$ cat src/rtl/mem_loader_ram_pkg.sv
// Shared definitions for the Mock8080 program memory and its byte-stream loader.
// Holds the loader state encoding and the default memory geometry.
package mem_loader_ram_pkg;

   localparam int MEM_ADDR_W = 8;
   localparam int MEM_DATA_W = 8;

   // Encoding is visible on the ld_state debug port, so keep the values fixed.
   typedef enum logic [1:0] {
      LD_IDLE = 2'd0,
      LD_LEN  = 2'd1,
      LD_DATA = 2'd2,
      LD_DONE = 2'd3
   } ld_state_t;

endpackage

$ cat src/rtl/mem_loader_ram_ram_1rw.sv
// Single-write-port RAM with one registered read port.
// A read of the address written in the same cycle returns the old contents.
module ram_1rw #(
   parameter int ADDR_W = 8,
   parameter int DATA_W = 8
) (
   input  logic              clk,
   input  logic              reset,
   input  logic              we,
   input  logic [ADDR_W-1:0] waddr,
   input  logic [DATA_W-1:0] wdata,
   input  logic [ADDR_W-1:0] raddr,
   output logic [DATA_W-1:0] rdata
);

   logic [DATA_W-1:0] mem [2**ADDR_W];

   // Storage is deliberately left out of reset so loaded code survives it.
   always_ff @(posedge clk) begin
      if (we) begin
         mem[waddr] <= wdata;
      end
   end

   always_ff @(posedge clk) begin
      if (reset) begin
         rdata <= '0;
      end else begin
         rdata <= mem[raddr];
      end
   end

endmodule

$ cat src/rtl/mem_loader_ram.sv
// Mock8080 program/data memory with a framed byte-stream loader (ADDR, LEN, data).
// The loader holds the CPU in reset and owns the RAM write port until run_req.
module mem_loader_ram
   import mem_loader_ram_pkg::*;
#(
   parameter int ADDR_W = MEM_ADDR_W,
   parameter int DATA_W = MEM_DATA_W
) (
   input  logic              clk_qzt,
   input  logic              reset,
   input  logic [ADDR_W-1:0] cpu_addr,
   input  logic [DATA_W-1:0] cpu_wdata,
   input  logic              cpu_we,
   output logic [DATA_W-1:0] cpu_rdata,
   input  logic              ld_valid,
   input  logic [DATA_W-1:0] ld_data,
   output logic              ld_ready,
   input  logic              run_req,
   output logic              cpu_hold,
   output logic              cpu_reset,
   output logic [ADDR_W-1:0] cpu_res_addr,
   output logic [1:0]        ld_state
);

   localparam int CNT_W = ADDR_W + 1;

   // Loader handshake: a byte moves on any rising edge where ld_valid & ld_ready;
   // ld_ready drops only in DONE, and ld_data need not be held once accepted.
   ld_state_t         state, state_n;
   logic [ADDR_W-1:0] ptr, ptr_n;
   logic [ADDR_W-1:0] base, base_n;
   logic [ADDR_W-1:0] res_addr_n;
   logic [CNT_W-1:0]  cnt, cnt_n;
   logic              hold_n;
   logic              creset_n;
   logic              xfer;
   logic              ld_we;

   logic              ram_we;
   logic [ADDR_W-1:0] ram_waddr;
   logic [DATA_W-1:0] ram_wdata;

   assign ld_ready = (state != LD_DONE);
   assign xfer     = ld_valid & ld_ready;
   assign ld_state = state;

   always_ff @(posedge clk_qzt) begin
      if (reset) begin
         state        <= LD_IDLE;
         ptr          <= '0;
         base         <= '0;
         cnt          <= '0;
         cpu_hold     <= 1'b0;
         cpu_reset    <= 1'b0;
         cpu_res_addr <= '0;
      end else begin
         state        <= state_n;
         ptr          <= ptr_n;
         base         <= base_n;
         cnt          <= cnt_n;
         cpu_hold     <= hold_n;
         cpu_reset    <= creset_n;
         cpu_res_addr <= res_addr_n;
      end
   end

   always_comb begin
      state_n    = state;
      ptr_n      = ptr;
      base_n     = base;
      cnt_n      = cnt;
      hold_n     = cpu_hold;
      creset_n   = cpu_reset;
      res_addr_n = cpu_res_addr;
      ld_we      = 1'b0;

      case (state)
         LD_IDLE: begin
            if (xfer) begin
               ptr_n    = ADDR_W'(ld_data);
               base_n   = ADDR_W'(ld_data);
               hold_n   = 1'b1;
               creset_n = 1'b1;
               state_n  = LD_LEN;
            end
         end
         LD_LEN: begin
            if (xfer) begin
               // A zero length byte stands for a full-memory frame.
               if (ld_data == '0) begin
                  cnt_n = {1'b1, {ADDR_W{1'b0}}};
               end else begin
                  cnt_n = CNT_W'(ld_data);
               end
               state_n = LD_DATA;
            end
         end
         LD_DATA: begin
            if (xfer) begin
               ld_we = 1'b1;
               ptr_n = ptr + ADDR_W'(1);
               cnt_n = cnt - CNT_W'(1);
               if (cnt == CNT_W'(1)) begin
                  // The CPU fetches from res_addr+1 after reset, so point one below base.
                  res_addr_n = base - ADDR_W'(1);
                  state_n    = LD_DONE;
               end
            end
         end
         LD_DONE: begin
            // cpu_reset stays static here; the CPU only samples it on its step edges.
            if (run_req) begin
               creset_n = 1'b0;
               hold_n   = 1'b0;
               state_n  = LD_IDLE;
            end
         end
         default: begin
            state_n = LD_IDLE;
         end
      endcase
   end

   // While the CPU is held the loader owns the write port; CPU writes are dropped.
   assign ram_we    = !reset && (cpu_hold ? ld_we : cpu_we);
   assign ram_waddr = cpu_hold ? ptr : cpu_addr;
   assign ram_wdata = cpu_hold ? ld_data : cpu_wdata;

   ram_1rw #(
      .ADDR_W (ADDR_W),
      .DATA_W (DATA_W)
   ) u_ram (
      .clk   (clk_qzt),
      .reset (reset),
      .we    (ram_we),
      .waddr (ram_waddr),
      .wdata (ram_wdata),
      .raddr (cpu_addr),
      .rdata (cpu_rdata)
   );

endmodule

$ cat config.mk
export PLATFORM = sky130hd
export DESIGN_NAME = mem_loader_ram
export DESIGN_NICKNAME = d
export VERILOG_FILES = /design/src/rtl/mem_loader_ram_pkg.sv /design/src/rtl/mem_loader_ram_ram_1rw.sv /design/src/rtl/mem_loader_ram.sv
export SDC_FILE = /design/constraint.sdc
export NUM_CORES = 2
export LEC_CHECK = 0
export CAP_MARGIN = 20
export CORE_UTILIZATION = 60
export DETAILED_ROUTE_END_ITERATION = 6
export GPL_ROUTABILITY_DRIVEN = 0
export PLACE_DENSITY_LB_ADDON = 0.2
export SYNTH_ARGS = -nofsm -noshare
export SYNTH_HDL_FRONTEND = slang
export SYNTH_SLANG_ARGS = --single-unit
$ cat constraint.sdc
create_clock -name clk_qzt -period 4.6 [get_ports clk_qzt]
set_input_delay 0.69 -clock clk_qzt [delete_from_list [all_inputs] [get_ports clk_qzt]]
set_output_delay 0.69 -clock clk_qzt [all_outputs]
set_load 0.01 [all_outputs]
==> flow_summary.ini <==
[logic_synthesis]
post_synth_instance_area_um2 = 82900
mappedNetlistNets = 4189
avgSynthCellArea_um2 = 20.0
synth_sequential_area_ratio = 0.752
most_used_flip_flop_cell_after_synthesis = sky130_fd_sc_hd__edfxtp_1
ys_top_cells_by_area = sky130_fd_sc_hd__edfxtp_1, sky130_fd_sc_hd__mux4_2, sky130_fd_sc_hd__mux2i_1, sky130_fd_sc_hd__nor2_1, sky130_fd_sc_hd__dfxtp_1
synth-edff-count = 2048
yosys.area.top_type = sky130_fd_sc_hd__edfxtp_1
synth-seq-cells = 2092
synth_async_sr_flop_share = 0
syn-instance-count = 4151
synth.lib_cells_used.distinct = 78
top_area_cell_type_share_of_the_netlist_area = 0.741
yosys_warnings = 0

[layout]
syn2layout_area_growth_pct = 11.6
fin_util = 0.674
fin_cells = 6383
layout_nets = 4450
final_layout_size_suffix_gt1_frac = 0.212

[timing]
rsz0062_at_grt = no
post-route-worst-setup-slack_ns = 0.911
finalCritPeriodShare = 0.802
worstMarginPinSlew_ns = 1.15
finalMaxSlewViolations = 0
finalWorstPathRequiredPeriod_ns = 3.69
final_hold_violation_count = 0
tns_ns = 0
timing.final.setup_violations = 0
final.setup_skew_ns = 0.0416
worst_slew_margin_rel = 0.230
timing.fmax_ghz = 0.271

[routing]
drt_first_pass_iters = 6
vias = 43600
drt_first_iter_violations = 6365
avgViaCountPerCell = 6.83
routed_wirelength_um = 212000
drt_drc = 0
detail_route.wl_per_cell_um = 33.2
drtAntennaViolNets = 0

[global_route]
antenna_violations_before_repair = 6
layer_carrying_the_most_global_route_usage = met2
groute.layer.met2.usage = 0.462
globalRouteMet1Util = 0.441
first_global_vias = 42300
grt_pass1_wl_um = 303000
maximum_number_of_pins_on_one_net_before_global_route_repair = 130
grt.total_usage = 0.305
final_global_route_overflow_total = 0
global_routing_usage_on_met3 = 0.0666

[flow_run]
timing.max_cap.violations = 0

[critical_path]
worst-path-buf-inv = 4
worstSetupEndpointType = flip-flop
startpoint_type = input port
cpMostUsedCell = sky130_fd_sc_hd__buf_4
cpLargestDelayFamily = buffers and inverters
criticalPathCategory = in -> reg
crit_path_cell_trace = buf_8 -> buf_12 -> buf_4 -> mux2i_1 -> o221ai_1 -> a31oi_1 -> o21a_1 -> nor4_1 -> buf_4 -> o2111ai_1 -> o32ai_1
cp_data_required_time_ns = 5.31
slowest_delay_ns = 0.91
critical_path.max_fanout = 29
crit_slowest_cell = sky130_fd_sc_hd__nor4_1
arrival_ns = 4.40

[power_and_ir_drop]
power_per_cell_area_nw_per_um2 = 456
vdd_ir_drop_max_mv = 0.394
leakage_power_uw = 0.0297

[cts]
cts_resized = 0
clockBufferDepth = 3
worst_path_clk_slew_ns = 0.06
cts.root.buffer_cell = sky130_fd_sc_hd__clkbuf_16
htreeDepth = 4
cts.repair_timing.setup_buffer_count = 0
clkLatencyLatePin_ns = 0.83
tritoncts = built
clock_sink_count = 2092
cts_made_buffers = 202
postCtsHoldBufs = 0

[place]
port_buffers = 49
place_hpwl_um = 130000
placed_cells_incl_taps = 6002
dpl_worst_slack_ns = 0.403

[floorplanning]
fp.dieArea_um2 = 140000
die_w_um = 374
dieHeight_um = 374
core_area_um2 = 137000
std_cell_rows = 136
initial_core_util = 0.604
pin_count = 50

[status]
outcome = finished, final reports clean

[min_path]
min-delay-path-class = reg -> reg
## power breakdown
| part | leakage (µW) | switching, µW | internal (µW) |
|---|---|---|---|
| combinational | 0.00774 | 2800 | 1080 |
| clock | 0.00315 | 6910 | 9300 |
| sequential | 0.0188 | 151 | 22000 |
## synthesized netlist by cell type (6+ instances only)
library cell / instances
sky130_fd_sc_hd__nor2_1: 362
sky130_fd_sc_hd__o221ai_1: 82
sky130_fd_sc_hd__nor4_1: 9
sky130_fd_sc_hd__mux4_2: 402
sky130_fd_sc_hd__o21a_1: 20
sky130_fd_sc_hd__mux2_2: 11
sky130_fd_sc_hd__a22oi_1: 11
sky130_fd_sc_hd__a2111oi_0: 11
sky130_fd_sc_hd__buf_4: 18
sky130_fd_sc_hd__o21ai_0: 33
sky130_fd_sc_hd__nand3_1: 30
sky130_fd_sc_hd__o22ai_1: 80
sky130_fd_sc_hd__buf_12: 21
sky130_fd_sc_hd__a211oi_1: 23
sky130_fd_sc_hd__xnor2_1: 8
sky130_fd_sc_hd__ha_1: 9
sky130_fd_sc_hd__clkbuf_1: 71
sky130_fd_sc_hd__mux2i_1: 259
sky130_fd_sc_hd__and2_1: 12
sky130_fd_sc_hd__a21oi_1: 78
sky130_fd_sc_hd__nand2b_1: 12
sky130_fd_sc_hd__nor3_1: 19
sky130_fd_sc_hd__a31oi_1: 35
sky130_fd_sc_hd__clkbuf_8: 14
sky130_fd_sc_hd__buf_6: 35
sky130_fd_sc_hd__dfxtp_1: 44
sky130_fd_sc_hd__nand2_1: 146
sky130_fd_sc_hd__mux4_1: 26
sky130_fd_sc_hd__inv_1: 19
sky130_fd_sc_hd__buf_1: 9
sky130_fd_sc_hd__edfxtp_1: 2048
sky130_fd_sc_hd__buf_2: 60
sky130_fd_sc_hd__nor2b_1: 8
sky130_fd_sc_hd__a41oi_1: 6
sky130_fd_sc_hd__buf_8: 20
sky130_fd_sc_hd__o32ai_1: 11
## path summary, 6_finish.rpt
kind	from	endpoint	slack, ns	cells past startpoint
hold / removal	cnt[1]	cnt[1]	0.48	2
setup / recovery	cpu_addr[0]	u_ram.rdata[7]	0.91	11
setup reg to reg	cpu_reset	u_ram.mem[31][3]	1.08	5
hold reg to reg	cnt[1]	cnt[1]	0.48	2
## layout make-up
type / instances / area [µm²]
multi-input cells: 1785 / 18500
clock inverters: 106 / 942
fillers: 8617 / 44700
well taps: 1794 / 2240
inverters: 21 / 85.1
diodes: 3 / 7.51
flip-flops and latches: 2092 / 62400
clock buffers: 272 / 5530
repair buffers: 310 / 2870
## sequential cells by signal (all words and copies together) (netlist names)
| signal | cells |
|---|---|
| ptr | 8 |
| cpu_res_addr | 8 |
| cnt | 9 |
| u_ram.mem | 2048 |
| u_ram.rdata | 8 |
| base | 8 |
| cpu_reset | 1 |
| ld_state | 2 |
## layer usage
layer	wire length, µm	vias up
li1	-	17700
met1	81700	22600
met2	98400	2890
met3	23500	463
met4	8560	4
met5	23	-
## cell families (layout without fill, tap and decap cells)
kind of cell               count (synthesis)  in the layout  share of synthesized area
AOI/OAI and AO/OA                        449            449                     0.0384
xor gates and xnor gates                  10             10                    0.00106
adders and majority gates                  9              9                    0.00136
buffers and inverters                    274            709                     0.0261
DFF                                     2092           2092                      0.752
muxes                                    698            698                      0.150
other                                      0              3                          0
and+or+nand+nor                          619            619                     0.0309
## worst reg2reg max path: stages, from the launching register on
cell	delay, ns
sky130_fd_sc_hd__dfxtp_2	0.78
sky130_fd_sc_hd__buf_4	0.37
sky130_fd_sc_hd__nand2b_1	0.14
sky130_fd_sc_hd__o32ai_1	0.29
sky130_fd_sc_hd__nand2_1	0.69
sky130_fd_sc_hd__nor2_1	0.87
## cell usage in the layout, fill, tap and decap left out, drive strengths merged, types with 30 or more instances in the layout
master and n:
o221ai 85, dfxtp 44, edfxtp 2048, nand3 30
o21ai 35, mux4 428, a31oi 35, clkdlybuf4s50 43
clkinv 81, nand2 146, mux2i 259, a21oi 78
o22ai 80, buf 266, clkbuf 273, nor2 362
## through the flow
step	area [µm²]	hold slack, ns	power, µW
2_1_floorplan	82900	0.445	24700
6_report	92600	0.480	42200
4_1_cts	92600	0.467	42300
3_3_place_gp	86100	0.459	26200
3_5_place_dp	86100	0.471	26300
5_1_grt	92600	0.506	43200
Power figures use the tool's default switching activity.
